File: src/rtl/act_mem_reader.sv
// Activation memory read sequencer: sweeps (entry, y, x) in order and streams
// each registered word with its coordinates over a valid/ready interface.
module act_mem_reader #(
    parameter int ENTRY_NUM = 1,
    parameter int DIM       = 1,
    parameter int DATA_SIZE = 64
) (
    input  logic                 clk,
    input  logic                 rst,
    input  logic                 start,
    output logic                 busy,
    output logic                 done,
    output logic [15:0]          read_index_entry,
    output logic [15:0]          read_index_y,
    output logic [15:0]          read_index_x,
    input  logic [DATA_SIZE-1:0] mem_data,
    output logic [DATA_SIZE-1:0] out_data,
    output logic [15:0]          out_entry,
    output logic [15:0]          out_y,
    output logic [15:0]          out_x,
    output logic                 out_last,
    output logic                 out_valid,
    input  logic                 out_ready
);

    localparam logic [15:0] E_LAST = 16'(ENTRY_NUM - 1);
    localparam logic [15:0] D_LAST = 16'(DIM - 1);

    typedef enum logic [1:0] {IDLE, STREAM, DRAIN} state_t;

    state_t      state;
    logic [15:0] cnt_e, cnt_y, cnt_x;
    logic        load;
    logic        at_last;

    // The output register is free when empty or being consumed this cycle.
    assign load    = !out_valid || out_ready;
    assign at_last = (cnt_e == E_LAST) && (cnt_y == D_LAST) && (cnt_x == D_LAST);

    assign read_index_entry = cnt_e;
    assign read_index_y     = cnt_y;
    assign read_index_x     = cnt_x;
    assign busy             = (state != IDLE);

    always_ff @(posedge clk or posedge rst) begin
        if (rst) begin
            state     <= IDLE;
            cnt_e     <= '0;
            cnt_y     <= '0;
            cnt_x     <= '0;
            out_data  <= '0;
            out_entry <= '0;
            out_y     <= '0;
            out_x     <= '0;
            out_last  <= 1'b0;
            out_valid <= 1'b0;
            done      <= 1'b0;
        end else begin
            done <= 1'b0;
            case (state)
                IDLE: begin
                    if (start) begin
                        cnt_e <= '0;
                        cnt_y <= '0;
                        cnt_x <= '0;
                        state <= STREAM;
                    end
                end
                STREAM: begin
                    if (load) begin
                        out_data  <= mem_data;
                        out_entry <= cnt_e;
                        out_y     <= cnt_y;
                        out_x     <= cnt_x;
                        out_valid <= 1'b1;
                        out_last  <= at_last;
                        // Counters park on the final location until the next start.
                        if (at_last) begin
                            state <= DRAIN;
                        end else if (cnt_x == D_LAST) begin
                            cnt_x <= '0;
                            if (cnt_y == D_LAST) begin
                                cnt_y <= '0;
                                cnt_e <= cnt_e + 16'd1;
                            end else begin
                                cnt_y <= cnt_y + 16'd1;
                            end
                        end else begin
                            cnt_x <= cnt_x + 16'd1;
                        end
                    end
                end
                DRAIN: begin
                    if (out_valid && out_ready) begin
                        out_valid <= 1'b0;
                        out_last  <= 1'b0;
                        done      <= 1'b1;
                        state     <= IDLE;
                    end
                end
                default: state <= IDLE;
            endcase
        end
    end

endmodule

File: config.mk
export PLATFORM = sky130hd
export DESIGN_NAME = act_mem_reader
export DESIGN_NICKNAME = d
export VERILOG_FILES = /design/src/rtl/act_mem_reader.sv
export SDC_FILE = /design/constraint.sdc
export NUM_CORES = 1
export LEC_CHECK = 0
export CAP_MARGIN = 20
export CORE_ASPECT_RATIO = 0.8
export CORE_MARGIN = 2
export CORE_UTILIZATION = 38
export DETAILED_ROUTE_END_ITERATION = 8
export PLACE_DENSITY_LB_ADDON = 0.08
export RECOVER_POWER = 25
export SLEW_MARGIN = 10
export SYNTH_ARGS = -nofsm -noshare
export SYNTH_HDL_FRONTEND = slang
export SYNTH_SLANG_ARGS = --single-unit
File: constraint.sdc
create_clock -name clk -period 12.5 [get_ports clk]
set_clock_uncertainty 0.2 [all_clocks]
set_input_delay 1.875 -clock clk [delete_from_list [all_inputs] [get_ports clk]]
set_output_delay 1.875 -clock clk [all_outputs]
set_load 0.01 [all_outputs]
==> After elaboration in Yosys (flattened, before gate mapping) <==
Index checks and enable logic that the tools add are counted.
{ "word_totals": {"latch_bits": 0, "rom_bits": 0, "regBits": 165, "inputBits": 68, "memories": 0, "out_inout_bits": 164, "word_cells": 68, "ramBits": 0} }
{ "classes": {"div": 0, "reduce_logical": 18, "n_bitwise": 0, "n_eq_ne": 9, "mux": 27, "shift": 0, "magnitude_cmp": 0, "multipliers": 0, "n_addsub": 3} }
{ "ops": {"columns": ["op", "count"], "rows": [
  ["$mux 16", 12],
  ["$pmux 16 s2", 3],
  ["$add 16x1->16 const B", 3],
  ["$logic_not 16->1", 3],
  ["$ne 2x2->1 const B", 7],
  ["$mux 2", 4],
  ["$reduce_and 4->1", 2],
  ["$pmux 2 s3", 1],
  ["$reduce_and 6->1", 1],
  ["$reduce_bool 2->1", 3],
  ["$mux 1", 5],
  ["$reduce_and 5->1", 1],
  ["$pmux 1 s2", 2],
  ["$logic_and 1x1->1", 3],
  ["$reduce_and 3->1", 1],
  ["$eq 2x1->1 const B", 1],
  ["$eq 2x2->1 const B", 1],
  ["$logic_not 2->1", 1],
  ["$reduce_and 2->1", 1],
  ["$logic_not 1->1", 1],
  ["$logic_or 1x1->1", 1]
]} }

==> Depth between registers and ports, before layout <==
{ "logic_depth": {"depth_word": 6, "depth_mapped": 9, "mapped_depth_nobuf": 7} }

==> Worst setup path before layout <==
OpenSTA, ideal clock, no wires.
{ "synth_timing": {"path_type": "input-to-reg", "start": "input port start", "end": "register cnt_e[3], in the netlist read_index_entry[3]", "path_buffers": 2, "setup_slack_ns": 9.181, "arrival_time_ns": 3.053, "required_ns": 12.234, "setup_time_ns": 0.066, "cell_stages": 6, "path_cell_list": "o21bai_2 or2_2 clkbuf_1 a21boi_2 buf_6 a22o_1"} }
{ "synth_between": {"elab_chain_cells": 2} }
{ "synth_lines": {"columns": ["element", "line", "text"], "rows": [
  ["from (decl)", "10", "input logic start,"],
  ["$ne 2x2->1 (no line)", null, null],
  ["$reduce_and 6->1 (no line)", null, null],
  ["to (signal assigned)", "84", "cnt_e <= cnt_e + 16'd1;"],
  ["to (decl)", "32", "logic [15:0] cnt_e, cnt_y, cnt_x;"]
]} }
No other way between the ends.
A chain may end at the register's enable or synchronous reset.

==> implementation parameters <==
Parameter                              Value

Cells and area
  Area taken by flip-flops and latches ... 0.00413 mm^2
  Diode insertion count for antenna repair ... 0
  Total Nets Final ... 1103
  Syn-to-layout area delta ... 42.7%
  Area taken by multi-input logic gates ... 0.00296 mm^2
  Ratio of cells with drive above 1 in the final layout ... 0.0576
  Filler cells ... 1763

Drt
  Number of DRC markers after the initial detailed-route iteration ... 466
  Final routed wire length divided by cell count ... 15.5 um
  Final wirelength ... 20100 um
  Mean number of vias per cell ... 4.89
  Number of vias in the routed layout ... 6361
  Drc violations ... 0
  Remaining antenna violation count ... 0
  Drt first pass iters ... 5

Timing
  Final setup violation count ... 0
  Worst Tran Pin Value ... 4.20 ns
  Final worst-path cycle share ... 0.454
  Setup total negative slack ... 0 ns
  Count of final hold-check violations ... 0
  Rel. slew slack ... -1.82
  RSZ-0062 raised after global routing ... no
  Count of final max-slew check failures ... 112
  Max Fclk ... 176 MHz
  Hold slack ... 0.266 ns
  Clock period minus final worst setup slack ... 5.67 ns

Min path
  Hold path depth ... 2
  Path class of the lowest-slack min-delay path ... reg -> reg

Global route
  GRT Resource Usage Total ... 0.202
  Met1 capacity usage during global routing ... 0.279
  Fraction of met2 tracks used by global routing ... 0.298
  Wire length of the first global-routing pass ... 33000 um
  GR Layer Usage met3 ... 0.0702
  Antenna violations before repair ... 0
  Number of global-route vias before repair ... 6122
  Layer with the highest usage after global routing ... met2
  Pin count of the biggest net entering global routing ... 103
  Sum of overflow across all layers after global routing ... 0

Clock network
  PostCTS Resize Cnt ... 0
  Total number of H-tree levels ... 4
  Worst-path clk slew ... 0.06 ns
  Clock latency on the worst-skew pair ... 0.43 ns
  Hold_buf cts ... 0
  CTS tree ... built
  Clock sink count ... 165
  Clock root buffer master ... clkbuf_16
  Post-CTS setup buffers ... 0
  Number of buffers inserted during clock tree synthesis ... 17
  Clock buffer depth ... 2

Outcome
  Status ... complete, but fails checks
  Violated checks ... capacitance limit, slew limit

Yosys
  Adder and majority cell fraction of the synthesized area ... 0.0102
  Synthesized instance count ... 814
  Cell area after synthesis ... 0.00732 mm^2
  Mux contribution to synthesized area ... 0.00290
  Sequential share of the synthesized area ... 0.564
  Ranking of synthesized cells by area ... dfrtp_1 (56%), nand2_1 (18%), o21ai_0 (1.7%)
  Synthesis Warnings ... 0
  Syn Area/Cell ... 9.00 um^2
  Net count after synthesis ... 888
  Number of synthesized register bits ... 165
  Combinational family with the most area after synthesis ... simple AND/OR/NAND/NOR gates
  Post-synthesis simple-gate area fraction ... 0.282
  Share of the synthesized area in the top cell type ... 0.564
  Share of the synthesized netlist area taken by xor and xnor gates ... 0.00717
  Compound-cell area share of the yosys netlist ... 0.102
  Library cell with the largest summed area after synthesis ... dfrtp_1
  Count of cell types in the netlist ... 60

Setup path
  Max FO, Critical Path ... 96
  Type of destination of the critical path ... async pin
  Startpoint type of the worst setup path ... input port
  Buf/Inv on CP ... 3
  Maximum cell stage delay along the critical path ... 2.33 ns
  Critical path arrival ... 5.91 ns
  CP max-delay cell ... clkinvlp_2
  Cells on worst reg2reg path ... 7
  Chain of cells forming the critical path ... dlygate4sd3_1, clkinvlp_2, buf_4
  Data required, critical path ... 12.73 ns
  Kind of cell adding the most delay to the critical path ... buffers and inverters
  Critical Setup Path Class ... in -> async
  Cell depth of the worst setup path ... 3

Power and ir drop
  Switching fraction of total power ... 0.286
  P_int ... 1.05 mW
  Clock power share ... 0.374
  Static leakage power ... 5.03 nW
  Peak ir drop on the vdd network ... 0.0793 mV
  Switch Pwr ... 0.421 mW
  Power per cell area ... 141 mW/mm^2
  Part of the power in combinational logic ... 0.196
  Share of total power in sequential cells ... 0.430

Floorplanning
  Placeable core region ... 0.0189 mm^2
  Number of cell rows ... 45
  Initial core utilization ... 0.387
  Number of placed I/O pins ... 232
  Die footprint ... 0.0204 mm^2
  Die Height ... 128 um
  Horizontal extent of the die ... 159 um

Run
  Max_cap viols ... 2

Placed design
  Half-perimeter wire length after detailed placement ... 13500 um
  Quantity of I/O buffers inserted on ports ... 231
  Final weighted congestion in routability-driven placement ... 0.804
## stage by stage
| stage | setup slack [ns] | cell area, um^2 | util | instances | total power [mW] |
|---|---|---|---|---|---|
| after floorplan | 5.96 | 7320 | - | 814 | 0.776 |
| after global placement | 6.88 | 9820 | 0.519 | 1265 | 0.936 |
| after detailed placement | 6.85 | 9830 | 0.519 | 1266 | 0.939 |
| after CTS | 7.32 | 10400 | 0.552 | 1298 | 1.49 |
| after global routing | 6.04 | 10500 | 0.553 | 1300 | 1.55 |
| final | 6.83 | 10500 | 0.553 | 1300 | 1.47 |
## power groups by stage
stage / combinational [mW] / clock [mW] / sequential (mW)
finish: 0.289 / 0.551 / 0.634
global route: 0.321 / 0.586 / 0.643
CTS: 0.297 / 0.561 / 0.635
detailed placement: 0.296 / 0 / 0.644
global placement: 0.293 / 0 / 0.644
floorplan: 0.120 / 0 / 0.656
## registers in the layout (all words and copies together), names as in the netlist, 2 cells and up
name / count
read_index_y: 16
read_index_x: 16
out_y: 16
read_index_entry: 16
out_x: 16
state: 2
out_data: 64
out_entry: 16
## synthesized netlist by cell type, drive strengths merged
cell type	instances
or2	5
a2bb2oi	1
nand2b	10
dfrtp	165
o22ai	1
a2111o	1
xnor2	2
clkbuf	28
inv	14
buf	13
o21ba	2
and2	7
o21a	1
o31a	1
o21ai	27
a41oi	4
nand4b	1
mux2	1
nor2	12
nand2	356
nand3	19
mux2i	1
a221oi	1
a22o	8
a221o	2
o21bai	1
and3	10
a211oi	1
o22a	4
a21oi	22
nor2b	3
nor4	9
a21o	8
or4	1
and4	5
xor2	4
a31oi	20
nor3	15
or3	6
ha	6
o211ai	1
a211o	1
nand4	8
nor3b	3
a21boi	3
## placed cells by master, fill, tap and decap left out, types with 3 or more instances in the layout
cell / instances
nand2_1: 356
clkdlybuf4s50_1: 205
dfrtp_1: 165
dlygate4sd3_1: 26
o21ai_0: 25
a21oi_1: 22
nand3_1: 19
a31oi_1: 19
clkbuf_16: 17
nor3_1: 14
inv_1: 12
nor2_1: 11
and3_1: 10
nand2b_1: 9
a22o_1: 8
a21o_1: 8
nand4_1: 7
and2_1: 6
or3_1: 6
ha_1: 6
and4_1: 5
nor4_1: 5
or2_2: 5
buf_4: 5
a41oi_1: 4
o22a_1: 4
xor2_1: 4
inv_6: 4
nor2b_1: 3
clkinv_4: 3
bufinv_16: 3
## worst reg2reg max path, cell delays in order (launching register included)
cell	delay (ns)
dfrtp_1	0.47
inv_1	0.10
ha_1	0.21
nor3b_1	0.16
and4_1	0.32
and2_4	0.21
a221oi_1	1.49
a31oi_1	0.28
## final cells by class
| type | instances | area share |
|---|---|---|
| clock buffers | 19 | 0.0424 |
| clock inverters | 13 | 0.0164 |
| inverters | 14 | 0.00515 |
| multi-input cells | 594 | 0.283 |
| flip-flops and latches | 165 | 0.395 |
| well taps | 258 | 0.0309 |
| repair buffers | 237 | 0.227 |
## cell families (layout without fill, tap and decap cells)
group | Yosys count | in the layout
AOI/OAI and AO/OA | 110 | 110
xor gates and xnor gates | 6 | 6
adders and majority gates | 6 | 6
buffers and inverters | 55 | 283
DFF | 165 | 165
muxes | 2 | 2
and+or+nand+nor | 470 | 470
## worst paths after layout
kind / startpoint / to / slack (ns)
worst max-delay path: rst / out_data[38] / 6.83
worst min-delay path: out_x[12] / out_x[12] / 0.27
worst max register to register: read_index_y[0] / read_index_x[10] / 8.87
worst min register to register: out_x[12] / out_x[12] / 0.27
max in group clk: out_ready / read_index_x[10] / 7.36
min in group asynchronous: rst / out_data[8] / 2.95
## per-layer routing
layer	part of all wire	routed length, um	up-vias
li1	-	-	3135
met1	0.47	9460	3046
met2	0.45	9040	159
met3	0.067	1350	21
met4	0.014	285	0
met5	0	0	-
(Power assumes the default switching activity.)
